## config.mk

```make
export PLATFORM = sky130hd
export DESIGN_NAME = egg_timer_countdown
export DESIGN_NICKNAME = d
export VERILOG_FILES = /design/src/rtl/egg_timer_countdown_pkg.sv /design/src/rtl/egg_timer_countdown_bcd_down_digit.sv /design/src/rtl/egg_timer_countdown.sv
export SDC_FILE = /design/constraint.sdc
export NUM_CORES = 1
export LEC_CHECK = 0
export ABC_CLOCK_PERIOD_IN_PS = 2380
export CAP_MARGIN = 20
export CORE_MARGIN = 5
export CORE_UTILIZATION = 62
export CTS_CLUSTER_SIZE = 10
export DETAILED_ROUTE_END_ITERATION = 16
export DONT_BUFFER_PORTS = 1
export PLACE_DENSITY = 0.8
export SLEW_MARGIN = 20
export SYNTH_ARGS = -nofsm -noshare
export SYNTH_HDL_FRONTEND = slang
export SYNTH_SLANG_ARGS = --single-unit
```

## constraint.sdc

```tcl
create_clock -name pulse_500Hz -period 2.38 [get_ports pulse_500Hz]
set_input_delay 0.476 -clock pulse_500Hz [delete_from_list [all_inputs] [get_ports pulse_500Hz]]
set_output_delay 0.476 -clock pulse_500Hz [all_outputs]
set_load 0.01 [all_outputs]
```

## src/rtl/egg_timer_countdown_pkg.sv

```systemverilog
// egg_timer_pkg: definitions shared by the egg-timer control FSM and the
// countdown stage. It holds the countdown state encoding and the per-digit
// BCD limits.
package egg_timer_pkg;

    typedef enum logic [1:0] {
        LOADED   = 2'd0,
        COUNTING = 2'd1,
        EXPIRED  = 2'd2
    } timer_state_e;

    localparam int BCD_SEC_ONES_MAX = 9;
    localparam int BCD_SEC_TENS_MAX = 5;
    localparam int BCD_MIN_ONES_MAX = 9;

endpackage

```

## src/rtl/egg_timer_countdown_bcd_down_digit.sv

```systemverilog
// bcd_down_digit: one decimal digit of a down-counter with load and borrow.
//   clk        in   clock
//   rst        in   synchronous active-high reset (digit -> 0)
//   load_en    in   load load_val (clamped to MAX); wins over dec_en
//   load_val   in   value to load
//   dec_en     in   decrement this cycle (borrow from the digit below)
//   digit      out  registered digit value
//   borrow_out out  this digit wraps 0 -> MAX, so the next digit must decrement
module bcd_down_digit #(
    parameter int MAX = 9
) (
    input  logic       clk,
    input  logic       rst,
    input  logic       load_en,
    input  logic [3:0] load_val,
    input  logic       dec_en,
    output logic [3:0] digit,
    output logic       borrow_out
);

    localparam logic [3:0] MAX_V = 4'(MAX);

    logic [3:0] digit_q, digit_d;

    always_comb begin
        digit_d = digit_q;
        if (load_en) begin
            digit_d = (load_val > MAX_V) ? MAX_V : load_val;
        end else if (dec_en) begin
            digit_d = (digit_q == 4'd0) ? MAX_V : digit_q - 4'd1;
        end
    end

    always_ff @(posedge clk) begin
        if (rst) digit_q <= '0;
        else     digit_q <= digit_d;
    end

    assign digit      = digit_q;
    assign borrow_out = dec_en && (digit_q == 4'd0);

endmodule

```

## src/rtl/egg_timer_countdown.sv

```systemverilog
// egg_timer_countdown: BCD mm:ss countdown stage below the egg-timer FSM.
// It captures the load digits, counts down once per 1 Hz tick, pulses
// cook_time when the count reaches 00:00 and then holds a timed alarm request.
//   pulse_500Hz            in   clock
//   reset                  in   synchronous active-high reset
//   tick_1Hz               in   one-cycle strobe, once per second
//   enable_load            in   capture the load_* digits
//   enable_timer_countdown in   countdown permitted (0 = pause)
//   load_*                 in   BCD load digits (out-of-range values clamp)
//   alarm_ack              in   silence the alarm
//   second_/minute_*       out  remaining time, BCD, registered
//   cook_time              out  one-cycle completion pulse
//   timer_running          out  counting and enabled
//   alarm_on               out  alarm request to the audio block
module egg_timer_countdown
    import egg_timer_pkg::*;
#(
    parameter int ALARM_SECONDS   = 10,
    parameter int MINUTE_TENS_MAX = 5
) (
    input  logic       pulse_500Hz,
    input  logic       reset,
    input  logic       tick_1Hz,
    input  logic       enable_load,
    input  logic       enable_timer_countdown,
    input  logic [3:0] load_second_ones,
    input  logic [3:0] load_second_tens,
    input  logic [3:0] load_minute_ones,
    input  logic [3:0] load_minute_tens,
    input  logic       alarm_ack,
    output logic [3:0] second_ones,
    output logic [3:0] second_tens,
    output logic [3:0] minute_ones,
    output logic [3:0] minute_tens,
    output logic       cook_time,
    output logic       timer_running,
    output logic       alarm_on
);

    localparam logic [3:0] ALARM_LAST = 4'(ALARM_SECONDS - 1);

    timer_state_e state_q, state_d;
    logic         cook_q, cook_d;
    logic         alarm_q, alarm_d;
    logic [3:0]   alarm_cnt_q, alarm_cnt_d;
    logic         dec, expire, is_zero;
    logic         b_so, b_st, b_mo;
    logic         mt_borrow_unused;

    // Borrow chain: seconds ones -> seconds tens -> minutes ones -> minutes tens.
    // The top digit never borrows because 00:00 is never decremented.
    bcd_down_digit #(.MAX(BCD_SEC_ONES_MAX)) u_so (
        .clk(pulse_500Hz), .rst(reset), .load_en(enable_load),
        .load_val(load_second_ones), .dec_en(dec),
        .digit(second_ones), .borrow_out(b_so)
    );
    bcd_down_digit #(.MAX(BCD_SEC_TENS_MAX)) u_st (
        .clk(pulse_500Hz), .rst(reset), .load_en(enable_load),
        .load_val(load_second_tens), .dec_en(b_so),
        .digit(second_tens), .borrow_out(b_st)
    );
    bcd_down_digit #(.MAX(BCD_MIN_ONES_MAX)) u_mo (
        .clk(pulse_500Hz), .rst(reset), .load_en(enable_load),
        .load_val(load_minute_ones), .dec_en(b_st),
        .digit(minute_ones), .borrow_out(b_mo)
    );
    bcd_down_digit #(.MAX(MINUTE_TENS_MAX)) u_mt (
        .clk(pulse_500Hz), .rst(reset), .load_en(enable_load),
        .load_val(load_minute_tens), .dec_en(b_mo),
        .digit(minute_tens), .borrow_out(mt_borrow_unused)
    );

    assign is_zero = (second_ones == 4'd0) && (second_tens == 4'd0) &&
                     (minute_ones == 4'd0) && (minute_tens == 4'd0);

    always_comb begin
        state_d     = state_q;
        cook_d      = 1'b0;
        dec         = 1'b0;
        expire      = 1'b0;
        alarm_d     = alarm_q;
        alarm_cnt_d = alarm_cnt_q;

        if (enable_load) begin
            state_d = LOADED;
        end else begin
            unique case (state_q)
                LOADED: begin
                    // No decrement on the start cycle, even with a tick.
                    if (enable_timer_countdown) state_d = COUNTING;
                end
                COUNTING: begin
                    if (enable_timer_countdown) begin
                        // Expiry is seen one cycle after the count lands on
                        // 00:00; a tick in that cycle is dropped.
                        if (is_zero) begin
                            state_d = EXPIRED;
                            cook_d  = 1'b1;
                            expire  = 1'b1;
                        end else if (tick_1Hz) begin
                            dec = 1'b1;
                        end
                    end
                end
                EXPIRED: ;
                default: state_d = LOADED;
            endcase
        end

        // Alarm runs on its own: a load does not silence it. A new expiry
        // overrides a simultaneous ack.
        if (expire) begin
            alarm_d     = 1'b1;
            alarm_cnt_d = '0;
        end else if (alarm_q) begin
            if (alarm_ack) begin
                alarm_d     = 1'b0;
                alarm_cnt_d = '0;
            end else if (tick_1Hz) begin
                if (alarm_cnt_q == ALARM_LAST) begin
                    alarm_d     = 1'b0;
                    alarm_cnt_d = '0;
                end else begin
                    alarm_cnt_d = alarm_cnt_q + 4'd1;
                end
            end
        end
    end

    always_ff @(posedge pulse_500Hz) begin
        if (reset) begin
            state_q     <= LOADED;
            cook_q      <= 1'b0;
            alarm_q     <= 1'b0;
            alarm_cnt_q <= '0;
        end else begin
            state_q     <= state_d;
            cook_q      <= cook_d;
            alarm_q     <= alarm_d;
            alarm_cnt_q <= alarm_cnt_d;
        end
    end

    assign cook_time     = cook_q;
    assign alarm_on      = alarm_q;
    assign timer_running = (state_q == COUNTING) && enable_timer_countdown;

endmodule

```

### Word-level counts from Yosys, hierarchy flattened

Index checks and enable logic that the tools add are counted.

* bits in registers: 24
* logic and storage cells: 82
* input bits: 22
* output and inout bits: 19

* magnitude comparators: 4
* bitwise logic cells: 1
* reductions and logical operators: 21
* mux-type cells: 37
* add/subtract/negate cells: 5
* equal/unequal tests: 6

Operator list (count)
* two-way mux 4 bit: 19
* zero test 4 bit: 4
* subtractor 4 x 1 -> 4 bit, second input constant: 4
* two-way mux 1 bit: 14
* nonzero test 2 bit: 5
* > comparator 4 x 3 -> 1 bit, second input constant: 2
* > comparator 4 bit, second input constant: 2
* logical AND 1 bit: 7
* two-way mux 2 bit: 3
* != test 2 bit, second input constant: 3
* case mux 2 bit (3 select lines): 1
* adder 4 x 1 -> 4 bit, second input constant: 1
* == test 4 bit, second input constant: 1
* AND reduction 4 bit: 1
* OR reduction 2 bit: 2
* == test 2 x 1 -> 1 bit, second input constant: 1
* == test 2 bit, second input constant: 1
* zero test 2 bit: 1
* AND reduction 2 bit: 1
* NOT 1 bit: 1

### Depth between registers and ports, before layout

Gate-level depths: netlist (run 1).

* word-level depth: 13
* gate-level depth with buffers: 6
* mapped depth without buffers: 6

### By module

From an unflattened synthesis (run 1), not the netlist that was laid out.

* cells, all modules: 145
* area total of the unflattened synthesis: 1272.5 sq um

By module, submodules not included
* egg_timer_countdown: cells each 51, times used 1, seq. area each 160.2 sq um, area each 451.7 sq um
* bcd_down_digit at u_mo ...: cells each 26, times used 2, seq. area each 80.1 sq um, area each 211.5 sq um
* bcd_down_digit at u_mt ...: cells each 21, times used 2, seq. area each 80.1 sq um, area each 198.9 sq um

### Worst setup path before layout (run 1)

Ideal clock, no wire load.

* path type: reg2reg
* from: register u_so.digit_q[0] (netlist: u_so.digit[0])
* to: register u_mo.digit_q[1] (netlist: u_mo.digit[1])
* setup slack: 0.587 ns
* required time: 2.260 ns
* cell stages (with the launch flop): 6
* setup time: 0.120 ns
* arrival time: 1.674 ns
* path through: dfxtp_1 -> buf_2 -> or4_4 -> a211oi_4 -> a21oi_1 -> a211o_1

* cells in the longest elaborated chain, start to end: 11

RTL lines
* from (decl): RTL line egg_timer_countdown_bcd_down_digit.sv:23 `logic [3:0] digit_q, digit_d;`
* from (signal assigned): RTL line egg_timer_countdown_bcd_down_digit.sv:36 `else digit_q <= digit_d;`
* zero test 4 bit *: RTL line egg_timer_countdown_bcd_down_digit.sv:40, egg_timer_countdown.sv:73
* logical AND 1 bit (2 in series): RTL line egg_timer_countdown.sv:73 `assign is_zero = (second_ones == 4'd0) && (second_tens == 4'd0) &&`
* logical AND 1 bit: RTL line egg_timer_countdown.sv:74 `(minute_ones == 4'd0) && (minute_tens == 4'd0);`
* two-way mux 1 bit: RTL line egg_timer_countdown.sv:96 `if (is_zero) begin`
* two-way mux 1 bit: RTL line egg_timer_countdown.sv:93 `if (enable_timer_countdown) begin`
* two-way mux 1 bit: RTL line egg_timer_countdown.sv:87 `unique case (state_q)`
* two-way mux 1 bit: RTL line egg_timer_countdown.sv:84 `if (enable_load) begin`
* logical AND 1 bit * (2 in series): RTL line egg_timer_countdown_bcd_down_digit.sv:40 `assign borrow_out = dec_en && (digit_q == 4'd0);`
* nonzero test 2 bit (no source line) *
* to (signal assigned): RTL line egg_timer_countdown_bcd_down_digit.sv:36
* to (decl): RTL line egg_timer_countdown_bcd_down_digit.sv:23

Every way passes the cells marked *; elsewhere a longest branch is shown, timed or not.
A chain may end at the register's enable or synchronous reset.

### Worst setup path after layout (run 1)

* from: register u_mo.digit_q[3] (netlist: u_mo.digit[3])
* to: register u_mt.digit_q[1] (netlist: u_mt.digit[1])

* cells in the longest elaborated chain, start to end: 11

RTL lines (RTL line)
* zero test 4 bit *: egg_timer_countdown_bcd_down_digit.sv:40, egg_timer_countdown.sv:74
* logical AND 1 bit: egg_timer_countdown.sv:73
* logical AND 1 bit: egg_timer_countdown.sv:74
* two-way mux 1 bit: egg_timer_countdown.sv:96
* two-way mux 1 bit: egg_timer_countdown.sv:93
* two-way mux 1 bit: egg_timer_countdown.sv:87
* two-way mux 1 bit: egg_timer_countdown.sv:84
* logical AND 1 bit (2 in series): egg_timer_countdown_bcd_down_digit.sv:40
* logical AND 1 bit *: egg_timer_countdown_bcd_down_digit.sv:40
* nonzero test 2 bit (no source line) *
* to (signal assigned): egg_timer_countdown_bcd_down_digit.sv:36
* to (decl): egg_timer_countdown_bcd_down_digit.sv:23

Marked as above.

==> metrics.csv, run 1 <==
metric,value,unit
final setup TNS,0,ns
post-synthesis cell area,1415,um2
combinational group share of total power,14.6,%
critical path required time,2.60,ns
post-place setup slack,0.4071,ns
Max Cap Viol,0,
total number of H-tree levels,1,
area delta synth->final,2.387,%
placed insts,187,
XOR/XNOR Fraction of Synth Area,1.857,%
Clk pwr share,24.1,%
Slew headroom,65.35,%
Post-Synthesis Cells,165,
Synth cell types,47,
Synth Area in Compound Gates,24.76,%
vias in the first global route,1274,
largest net degree at the start of global routing,18,
Area contributors post-synth,"dfxtp_1 34%, nor2_1 6.4%, nor4_4 6.0%",
"Hold Violations, Final",0,
internal power component,0.5275,mW
"Top FF cell, synth",dfxtp_1,
Switching Fraction,29.58,%
Yosys reg bits,24,
Hold/Removal Path Class,input port to register,
setup ws final,0.4065,ns
Synth top area share,33.95,%
Port-buffer cells,0,
crit start category,register,
Diodes inserted,0,
arrival time worst endpoint,2.19,ns
Post-Synth Simple-Gate Area,35.46,%
status,completed,
initial antenna violation count,0,
Tot Pwr,0.7491,mW
DR pass1 iterations,4,
Resized cells post-CTS,0,
average cell area after synthesis,8.576,um2
post-CTS setup buffer count,0,
CP Capture Type,register,
Critical Setup Path Class,register to register,
grt ovf,0,
yosys warns,0,
post-DP HPWL,2.441,mm
Detailed Route Iter0 Violations,81,
detailed-route via count,1294,
Starting Density,64.59,%
CTS tree,done,
asr flop ratio synth,0,%
overall routed net length,3.275,mm
"EDFF count, synth",0,
first-pass GRT wire length,5.375,mm
RSZ-0062 raised after global routing,no,
share of cells above drive strength 1,9.259,%
Final setup viols,0,
die area,3338,um2
Max Clock Skew,0.007624,ns
Cell Rows,17,
max-slew violation count,0,
cell taking the most area after synthesis,dfxtp_1,
core footprint,2191,um2
Mapped Nets,189,
Synth top cells by count,"24 x dfxtp_1, 24 x nor2_1, 11 x nand2_1",
Final Cycle Share,82.92,%
Finished Layout Cells,190,
P_sw,0.2215,mW
Die Wd,57.78,um
Via density,6.811,
CP max FO,7,
worst hold margin,0.2123,ns
Leakage,0.4690,nW
number of remaining DRC errors,0,
Die Ht,57.78,um
CTS root buf,clkbuf_4,
Adder-Cell Fraction of Synth Area,1.768,%
hold buffer count at cts,0,
Clock Path Buffers,2,
Max Freq,0.5067,GHz
sequential fraction of the synthesis area,33.95,%
Reg power frac,61.2,%
CTS buffer count,3,
mux share of post-synthesis cell area,0,%
# IOs,41,
largest family of logic cells by synthesized area,simple AND/OR/NAND/NOR gates,
total track usage,20.05,%
fin nets,188,
# clock sinks,24,
"Min Clock Period, post-route",1.973,ns
pwr dens,517.0,nW/um2
clk_lat worst skew,0.31,ns
WL/cell,17.24,um
clk slew on worst S/H paths,0.14,ns
Max IR drop VDD,282.0,uV
ANT nets after route,0,
RD Place Congestion,0.8488,
measured slew at the worst slew-check pin,0.5159,ns
## worst max-delay path, stage by stage, from the launching register on
cell and delay, ns:
dfxtp_1 0.42, nor4_4 0.56, nand4_4 0.19, or4_1 0.43, a311oi_1 0.28
## sequential cells by signal, summed over array words and instances (netlist names)
signal	flops
state_q	2
alarm_cnt_q	4
u_st.digit	4
cook_time	1
alarm_on	1
u_mt.digit	4
u_so.digit	4
u_mo.digit	4
## power groups by stage
stage | Clock [mW] | Combinational [mW] | Sequential, mW
5_1_grt | 0.198 | 0.121 | 0.462
4_1_cts | 0.180 | 0.110 | 0.458
3_5_place_dp | 0 | 0.109 | 0.468
3_3_place_gp | 0 | 0.106 | 0.467
6_report | 0.181 | 0.110 | 0.459
2_1_floorplan | 0 | 0.103 | 0.457
## cell usage in the layout, fill, tap and decap left out, types with 3 or more instances in the layout
master and n:
nand2_1 11, nor4_4 4, nand2b_1 4, a31oi_1 3, nor4_1 3, a211oi_1 5
nand3b_1 3, or3_1 3, nand3_1 3, a21oi_1 10, dfxtp_1 24, nand4_1 3
clkbuf_4 3, nor3_1 8, nor2_1 24, a311oi_1 3, o21a_1 3, o21ai_0 7
## per-layer routing
layer / GRT usage, % / share of wire (%) / vias up
li1: - / - / 629
met1: 23.10 / 41 / 616
met2: 35.48 / 50 / 47
met3: 5.345 / 8.3 / 2
met4: 6.954 / 0.58 / 0
met5: 0 / 0 / -
## layout make-up
class | count | area, um2
multi-input combinational | 133 | 903.4
fill | 208 | 742.0
sequential | 24 | 480.5
tap | 28 | 35.03
clock buffer | 3 | 22.52
inverter | 2 | 7.507
## stage by stage
stage               area, um2  utilization, %
finish                   1449           66.13
global route             1449           66.13
CTS                      1449           66.13
detailed placement       1426           65.11
global placement         1426           65.11
floorplan                1415               -
## final timing paths
path                       start        endpoint  slack [ns]  cells past startpoint
hold reg to reg   alarm_cnt_q[3]  alarm_cnt_q[3]        0.53                      2
setup reg to reg   u_mo.digit[3]   u_mt.digit[1]        0.41                      4
hold / removal             reset   u_so.digit[1]        0.21                      1
setup / recovery   u_mo.digit[3]   u_mt.digit[1]        0.41                      4
## cell families (layout without fill, tap and decap cells)
family,count (synthesis),in the layout
simple gates,80,80
compound gates,48,48
xor+xnor,3,3
buf+inv,8,5
flops,24,24
fa+ha+maj,2,2
(Power assumes the default switching activity.)
==> inputs of run 2 (changes only) <==
ABC_CLOCK_PERIOD_IN_PS = 1600   (was 2380)
CORE_UTILIZATION = 56   (was 62)
PLACE_DENSITY = 0.76   (was 0.8)
clock period = 1.6 ns   (was 2.38 ns; I/O delays follow)
==> run 2 against run 1 <==
Against the previous run:
- the flow now finishes with violations (setup timing)
- sequential power rose by 41%
- clock skew increased by 0.0010 ns
- maximum frequency rose by 13%
- largest cell class unchanged
- clock-buffer cell count up 1
- first-iteration DRC count decreased by 12%
- global-route usage increased by 5.1 points
- via count rose by 19%
- non-clock buffer count grew 47
- sequential share of layout area shrank 6.9 points
- clock power up 86%
==> metrics.csv, run 2 (synthesis gave the netlist of run 1 again) <==
metric,value,unit
status,"finished, violations left",
failing checks,setup timing,
CP Capture Type,register,
CP bufs+invs,1,
vias in the first global route,1560,
area delta synth->final,33.16,%
Slew headroom,61.15,%
wire length on met3,376,um
Hold/Removal Path Class,input port to register,
total number of H-tree levels,1,
Max Clock Skew,0.008645,ns
share of cells above drive strength 1,37.62,%
detailed-route via count,1543,
clk slew on worst S/H paths,0.14,ns
fin nets,235,
Critical-path top delay cell,or4_4,
Via density,6.429,
arrival time worst endpoint,1.99,ns
Top delay family on crit path,simple AND/OR/NAND/NOR gates,
Clock Path Buffers,2,
Max Cap Viol,0,
Tot Pwr,1.323,mW
number of remaining DRC errors,0,
total track usage,25.13,%
Die Wd,60.27,um
FF-to-FF setup slack,-0.14,ns
pwr dens,702.0,nW/um2
hold buffer count at cts,0,
# clock sinks,24,
Starting Density,57.65,%
"Min Clock Period, post-route",1.742,ns
CP max FO,5,
Leakage,0.7234,nW
Cell Rows,18,
Diodes inserted,0,
grt ovf,0,
Metal-1 WL,1.595,mm
Die Ht,60.27,um
clk_lat worst skew,0.33,ns
RSZ-0062 raised after global routing,yes,
CP peak stage delay,0.58,ns
CTS tree,done,
fill count,176,
Critical Setup Path Class,register to register,
CTS buffer count,3,
"Hold Violations, Final",0,
# IOs,41,
measured slew at the worst slew-check pin,0.5681,ns
max-slew violation count,0,
crit start category,register,
Final setup viols,14,
setup ws final,-0.1416,ns
Port-buffer cells,0,
DR pass1 iterations,7,
Max IR drop VDD,728.4,uV
core footprint,2455,um2
critical path required time,1.84,ns
Detailed Route Iter0 Violations,71,
overall routed net length,4.334,mm
Max Freq,0.5742,GHz
largest net degree at the start of global routing,18,
worst hold margin,0.03927,ns
initial antenna violation count,0,
critical path cell sequence,or4_4 > a211oi_4 > buf_4 > a21oi_1 > a211oi_1,
post-place setup slack,-0.1976,ns
WL/cell,18.06,um
Final Cycle Share,108.9,%
CTS root buf,clkbuf_4,
ANT nets after route,0,
top layer in use,met4,
RD Place Congestion,0.8068,
routed wl met2,2.253,mm
post-DP HPWL,3.031,mm
first-pass GRT wire length,6.851,mm
"commonest non-fill, non-tap cell in the layout",buf_4,
die area,3632,um2
"commonest non-fill, non-tap cells in the layout","46 x buf_4, 24 x nor2_1, 17 x dfxtp_1",
run 2: cell types whose count changed in the layout (fill, tap and decap cells not counted), sizes merged:
cell    before  now
buf          0   47
clkbuf       3    4
run 2: repair_timing:
action / in CTS / in global routing
setup buffers: 11 / 3
pin swaps: 11 / 4
endpoints found under the setup margin: 17 / 21
resized for setup: 12 / 3
run 2: through the flow:
| step | cell area [um2] | utilization, % | std cells | TNS [ns] |
|---|---|---|---|---|
| after global routing | 1884 | 76.76 | 240 | -2.115 |
| after detailed placement | 1684 | 68.60 | 222 | -1.703 |
| after global placement | 1684 | 68.60 | 222 | -0.5947 |
| final | 1884 | 76.76 | 240 | -0.9881 |
| after floorplan | 1429 | - | 165 | -0.4594 |
| after CTS | 1848 | 75.28 | 237 | -0.5164 |
run 2: final cells by class:
cell class	instances	area, um2	area share, %
clock buffer	4	36.28	1.926
inverter	2	7.507	0.3984
multi-input combinational	133	952.2	50.53
sequential	24	494.2	26.23
tap	30	37.54	1.992
timing repair buffer	47	356.6	18.92
run 2: power breakdown:
part | switching [mW] | internal (mW)
clock | 0.197 | 0.139
combinational | 0.168 | 0.170
sequential | 0.0277 | 0.621
run 2: final timing paths:
kind / start / endpoint / cells past startpoint
hold reg to reg: alarm_on / alarm_on / 2
setup reg to reg: u_so.digit[1] / u_mo.digit[0] / 5
setup / recovery: u_so.digit[1] / u_mo.digit[0] / 5
hold / removal: reset / u_st.digit[1] / 1
run 2: worst reg2reg max path, cell delays in order (launching register included):
cell and delay [ns]:
dfxtp_2 0.37, or4_4 0.58, a211oi_4 0.28, buf_4 0.18, a21oi_1 0.06, a211oi_1 0.18
run 2: per-layer routing:
metal  GRT usage, %  vias to the layer above
li1               -                      718
met1          25.85                      735
met2          45.22                       76
met3          8.639                       14
met4          11.39                        0
met5              0                        -
